$ cat src/rtl/regfile_seq_pkg.sv
// regfile_seq_pkg: opcodes, FSM states and instruction field positions for regfile_sequencer
package regfile_seq_pkg;
  localparam logic [3:0] OP_NOP  = 4'h0;
  localparam logic [3:0] OP_ADD  = 4'h1;
  localparam logic [3:0] OP_SUB  = 4'h2;
  localparam logic [3:0] OP_AND  = 4'h3;
  localparam logic [3:0] OP_OR   = 4'h4;
  localparam logic [3:0] OP_XOR  = 4'h5;
  localparam logic [3:0] OP_MOV  = 4'h6;
  localparam logic [3:0] OP_LDI  = 4'h7;
  localparam logic [3:0] OP_SHL  = 4'h8;
  localparam logic [3:0] OP_SHR  = 4'h9;
  localparam logic [3:0] OP_HALT = 4'hF;
  localparam int OPC_LSB = 12;
  localparam int RD_LSB  = 8;
  localparam int RS1_LSB = 4;
  localparam int RS2_LSB = 0;
  typedef enum logic [2:0] {IDLE, READ, EXEC, WRITE, HALTED} state_t;
endpackage

$ cat src/rtl/regfile_sequencer_alu.sv
// seq_alu: combinational ALU returning {carry, result}; carry is the ADD carry or SUB borrow
module seq_alu
  import regfile_seq_pkg::*;
#(
  parameter int DATA_W = 16,
  parameter int ADDR_W = 4,
  parameter int OPC_W  = 4
) (
  input  logic [OPC_W-1:0]  i_op,
  input  logic [DATA_W-1:0] i_a,
  input  logic [DATA_W-1:0] i_b,
  input  logic [ADDR_W-1:0] i_imm,
  output logic [DATA_W:0]   o_y
);
  logic [DATA_W:0] w_a;
  logic [DATA_W:0] w_b;
  assign w_a = {1'b0, i_a};
  assign w_b = {1'b0, i_b};
  // zero-extended subtraction leaves the unsigned borrow in the top bit
  always_comb
    o_y = i_op == OP_ADD ? w_a + w_b :
          i_op == OP_SUB ? w_a - w_b :
          i_op == OP_AND ? w_a & w_b :
          i_op == OP_OR  ? w_a | w_b :
          i_op == OP_XOR ? w_a ^ w_b :
          i_op == OP_MOV ? w_a :
          i_op == OP_SHL ? {1'b0, i_a << i_imm} :
          i_op == OP_SHR ? w_a >> i_imm : '0;
endmodule

$ cat src/rtl/regfile_sequencer.sv
// regfile_sequencer: multi-cycle fetch/read/exec/write sequencer driving a 16x16 register file
module regfile_sequencer
  import regfile_seq_pkg::*;
#(
  parameter int DATA_W = 16,
  parameter int ADDR_W = 4,
  parameter int OPC_W  = 4
) (
  input  logic                        clk,
  input  logic                        reset_n,
  input  logic                        instr_valid,
  output logic                        instr_ready,
  input  logic [OPC_W+3*ADDR_W-1:0]   instr_data,
  output logic                        rf_we,
  output logic [ADDR_W-1:0]           rf_addr_write,
  output logic [ADDR_W-1:0]           rf_addr_read1,
  output logic [ADDR_W-1:0]           rf_addr_read2,
  output logic [DATA_W-1:0]           rf_data_in,
  input  logic [DATA_W-1:0]           rf_data_out1,
  input  logic [DATA_W-1:0]           rf_data_out2,
  output logic                        done,
  output logic [DATA_W-1:0]           result,
  output logic                        zero_flag,
  output logic                        carry_flag,
  output logic                        illegal,
  output logic                        halted
);
  state_t                      r_state;
  logic [OPC_W+3*ADDR_W-1:0]   r_instr;
  logic [DATA_W:0]             r_alu;
  logic [DATA_W:0]             w_alu;
  logic [OPC_W-1:0]            w_opc;
  logic [OPC_W-1:0]            w_in_opc;
  logic [ADDR_W-1:0]           w_rd;
  logic [ADDR_W-1:0]           w_rs1;
  logic [ADDR_W-1:0]           w_rs2;
  logic                        w_rd_phase;
  assign w_opc      = r_instr[OPC_LSB +: OPC_W];
  assign w_in_opc   = instr_data[OPC_LSB +: OPC_W];
  assign w_rd       = r_instr[RD_LSB +: ADDR_W];
  assign w_rs1      = r_instr[RS1_LSB +: ADDR_W];
  assign w_rs2      = r_instr[RS2_LSB +: ADDR_W];
  assign w_rd_phase = r_state == READ || r_state == EXEC;
  assign instr_ready   = r_state == IDLE;
  assign halted        = r_state == HALTED;
  assign rf_we         = r_state == WRITE;
  assign rf_addr_write = rf_we ? w_rd : '0;
  assign rf_data_in    = rf_we ? r_alu[DATA_W-1:0] : '0;
  assign rf_addr_read1 = w_rd_phase ? w_rs1 : '0;
  assign rf_addr_read2 = w_rd_phase ? w_rs2 : '0;
  seq_alu #(.DATA_W(DATA_W), .ADDR_W(ADDR_W), .OPC_W(OPC_W)) u_alu (
    .i_op  (w_opc),
    .i_a   (rf_data_out1),
    .i_b   (rf_data_out2),
    .i_imm (w_rs2),
    .o_y   (w_alu)
  );
  always_ff @(posedge clk) begin
    if (!reset_n) begin
      r_state    <= IDLE;
      r_instr    <= '0;
      r_alu      <= '0;
      result     <= '0;
      zero_flag  <= 1'b0;
      carry_flag <= 1'b0;
      done       <= 1'b0;
      illegal    <= 1'b0;
    end else begin
      done    <= 1'b0;
      illegal <= 1'b0;
      case (r_state)
        IDLE: if (instr_valid) begin
          r_instr <= instr_data;
          // LDI skips the read/exec phases, so its immediate is staged here
          r_alu   <= {{(DATA_W-7){1'b0}}, instr_data[7:0]};
          if (w_in_opc == OP_LDI) r_state <= WRITE;
          else if (w_in_opc == OP_NOP) done <= 1'b1;
          else if (w_in_opc == OP_HALT) begin
            done    <= 1'b1;
            r_state <= HALTED;
          end else if (w_in_opc > OP_SHR) begin
            done    <= 1'b1;
            illegal <= 1'b1;
          end else r_state <= READ;
        end
        READ: r_state <= EXEC;
        EXEC: begin
          r_alu   <= w_alu;
          r_state <= WRITE;
        end
        WRITE: begin
          result    <= r_alu[DATA_W-1:0];
          zero_flag <= r_alu[DATA_W-1:0] == '0;
          if (w_opc == OP_ADD || w_opc == OP_SUB) carry_flag <= r_alu[DATA_W];
          done      <= 1'b1;
          r_state   <= IDLE;
        end
        default: r_state <= r_state;
      endcase
    end
  end
endmodule

$ cat config.mk
export PLATFORM = sky130hd
export DESIGN_NAME = regfile_sequencer
export DESIGN_NICKNAME = d
export VERILOG_FILES = /design/src/rtl/regfile_seq_pkg.sv /design/src/rtl/regfile_sequencer_alu.sv /design/src/rtl/regfile_sequencer.sv
export SDC_FILE = /design/constraint.sdc
export NUM_CORES = 1
export LEC_CHECK = 0
export BUFFER_PORTS_ARGS = -buffer_cell sky130_fd_sc_hd__buf_2
export CAP_MARGIN = 25
export CORE_MARGIN = 5
export CORE_UTILIZATION = 54
export CTS_BUF_LIST = sky130_fd_sc_hd__clkbuf_8
export CTS_CLUSTER_DIAMETER = 80
export DETAILED_ROUTE_END_ITERATION = 10
export PLACE_DENSITY = 0.81
export RECOVER_POWER = 100
export SLEW_MARGIN = 5
export SYNTH_ARGS = -nofsm -noshare
export SYNTH_HDL_FRONTEND = slang
export SYNTH_HIERARCHICAL = 1
export SYNTH_SLANG_ARGS = --single-unit
$ cat constraint.sdc
create_clock -name clk -period 2.2 [get_ports clk]
set_clock_uncertainty 0.1 [all_clocks]
set_input_delay 0.11 -clock clk [delete_from_list [all_inputs] [get_ports clk]]
set_output_delay 0.11 -clock clk [all_outputs]
set_load 0.02 [all_outputs]
==> flow_summary.toml <==
[sta]
worst_slew_pin_slew_ps = 681
final_period_minus_worst_setup_slack_ps = 2510
hold_viol = 0
fmax_mhz = 399
rsz0062_at_grt = "yes"
layout_setup_ws_ps = -307
setup_viol = 36
maxSlewViolCount = 0
relSlewSlack = 0.543
period_share = 1.14

[worst_setup_path]
cp_slowest_cell = "dfxtp_4"
cpLargestDelayFamily = "compound AO/OA/AOI/OAI gates"
crit_required_ps = 2300
path_cells = "buf_12 -> buf_6 -> mux2_2 -> mux2i_2 -> a211o_1 -> o211a_1 -> o311a_1 -> a32oi_1 -> a31o_1 -> nand2_1 -> a21oi_1"
cp_max_fo = 6
critical-path-max-stage-delay_ps = 420
cp-end-kind = "flop"
crit_path_start_kind = "flop"
path_buf_inv = 2
crit_type = "reg2reg"
arrival_ps = 2610

[clocking]
cts.path.max_buffers = 2
cts_made_buffers = 5
cts_tree = "done"
clk_latency_ps = 310
cts-root-buf = "clkbuf_8"
clock_sinks = 56
clkTransAtPathRegs_ps = 110
htree_levels = 2

[final_layout]
final_cell_mix = "buf_4, nand2_1, a21oi_1"
final_common_cell = "buf_4"
syn2layout_area_growth_pct = 49.0
design_area_mm2 = 0.00955
finalNonFillerCells = 1330
finalNetCount = 1287
n_fill_cell = 758
layout-drive-gt1-share = 0.400
diodes = 0

[logic_synthesis]
synth_area_mm2 = 0.00641
syn_avg_cell_area_um2 = 7.26
synth_edf_count = 0
synth-seq-cells = 56
syn_nets = 984
async_reset_ff_frac = 0
yosys_warnings = 6
synth_cell_types = 87
synth-main-ff-cell = "dfxtp_1"
syn_inst = 883
ys_seq_area_frac = 0.175

[die]
start_util = 0.556
core-area_mm2 = 0.0115
dieWidth_um = 119
row_count = 39
pin_count = 102
dieHeight_um = 119
die-area_mm2 = 0.0141

[place]
port_buffers = 101
dpl.cell_count = 1291
dpl.hpwl_mm = 21.6
place_area_mm2 = 0.00851
place_congestion = 1.06

[run_status]
status = "finished with violations"
violations = "negative setup slack"

[global_routing]
antenna_found_initial = 0
grt_overflow_total = 0
grt_pass1_wl_mm = 43.5
grt_max_degree = 34
grt_pass1_vias = 7979
grt_use_total = 0.381

[routing]
wire_per_inst_um = 22.3
drc_errors = 0
antenna_left = 0
first_pass_iters = 7
vias = 8624
vias_per_cell = 6.48
drt-initial-drc-count = 1270
routed_wl_mm = 29.7

[pwr]
p_per_area_mw_per_mm2 = 437
ir_worst_vdd_mv = 0.277
p_leak_nw = 4.23
finalPower_mw = 4.18

[hold_path]
hold_class = "in2reg"

[flow_run]
cap_violations = 0
flip-flops by register name (all words and copies together), names as in the netlist:
| register | count |
|---|---|
| r_alu | 17 |
| r_instr | 16 |
| result | 16 |
| r_state | 3 |
| carry_flag | 1 |
| done | 1 |
| illegal | 1 |
| zero_flag | 1 |
power by group:
part	internal (mW)	switching, mW	leakage (nW)
combinational	1.12	1.34	3.72
clock	0.223	0.341	0.0455
sequential	1.07	0.0798	0.460
repair_timing:
action | in CTS | in global routing
pin swaps | 12 | 40
endpoints found under the setup margin | 17 | 46
hold buffers | 12 | 1
resized for setup | 71 | 100
setup buffers | 7 | 12
gates cloned | 0 | 2
endpoints found under the hold margin | 15 | 1
path summary, 6_finish.rpt:
path | startpoint | endpoint | slack (ps) | depth (start not counted)
setup / recovery | r_instr[0] | r_alu[14] | -310 | 11
hold / removal | instr_data[7] | r_instr[7] | 20 | 3
setup reg to reg | r_instr[0] | r_alu[14] | -310 | 11
hold reg to reg | r_instr[11] | r_instr[11] | 360 | 2
routing by layer:
metal / part of all wire / vias up / wire, um / track usage
met5: 0 / - / 0 / 0
met4: 0.071 / 0 / 2110 / 0.189
met3: 0.11 / 187 / 3330 / 0.0649
met2: 0.44 / 650 / 13100 / 0.620
met1: 0.38 / 3969 / 11100 / 0.490
li1: - / 3818 / - / -
metrics by stage:
stage	setup slack (ps)	TNS [ps]	hold WS, ps	util
floorplan	-16.3	-16.3	121	-
global placement	-490	-5270	252	0.739
detailed placement	-506	-5610	258	0.739
CTS	-230	-1730	3.04	0.789
global route	-365	-8880	35.5	0.829
finish	-307	-4820	24.9	0.829
final cells by class:
type                       count  area [um^2]  area share
inverter                      68          262      0.0274
clock buffer                   5         68.8     0.00721
tap                          143          179      0.0187
clock inverter                 3         20.0     0.00210
timing repair buffer         359         2570       0.269
sequential                    56         1140       0.119
multi-input combinational    696         5310       0.556
worst reg2reg max path, cell delays in order, from the launching register on:
cell and delay [ps]:
dfxtp_4 420, buf_12 140, buf_6 120, mux2_2 360
mux2i_2 210, a211o_1 230, o211a_1 240, o311a_1 180
a32oi_1 60, a31o_1 230, nand2_1 60, a21oi_1 60
synth_stat cells (all sizes together) (4+ instances only):
master	n	area [um^2]
nor3	13	65.1
a21oi	88	440
o211ai	11	82.6
o2111ai	5	43.8
nand3	28	140
a221oi	5	43.8
o21ai	42	210
inv	68	255
o21a	7	52.6
or3	6	37.5
o221ai	12	105
a21o	7	52.6
nand4	4	25.0
a211oi	14	115
mux2i	29	290
and2	20	125
nor2	60	225
dfxtp	56	1120
o22ai	9	56.3
a31oi	14	87.6
nor4	9	71.3
mux2	9	113
o32ai	5	51.3
a211o	8	70.1
a221o	5	50.1
a22oi	4	30.0
nand2b	7	43.8
clkbuf	24	90.1
o311ai	4	35.0
nor2b	12	75.1
nand2	132	495
o21bai	4	30.0
a32oi	4	42.6
o31ai	7	52.6
mux4	8	180
ha	48	601
buf	39	251
cell families (layout without fill, tap and decap cells):
kind of cell | count (synthesis) | after routing | share of synthesized area
and+or+nand+nor | 315 | 315 | 0.239
adders and majority gates | 50 | 50 | 0.100
DFF | 56 | 56 | 0.175
muxes | 46 | 46 | 0.0910
xor gates and xnor gates | 3 | 3 | 0.00410
buffers and inverters | 131 | 435 | 0.0931
AOI/OAI and AO/OA | 282 | 282 | 0.298
Note: power is estimated with default switching activity, not from simulation.
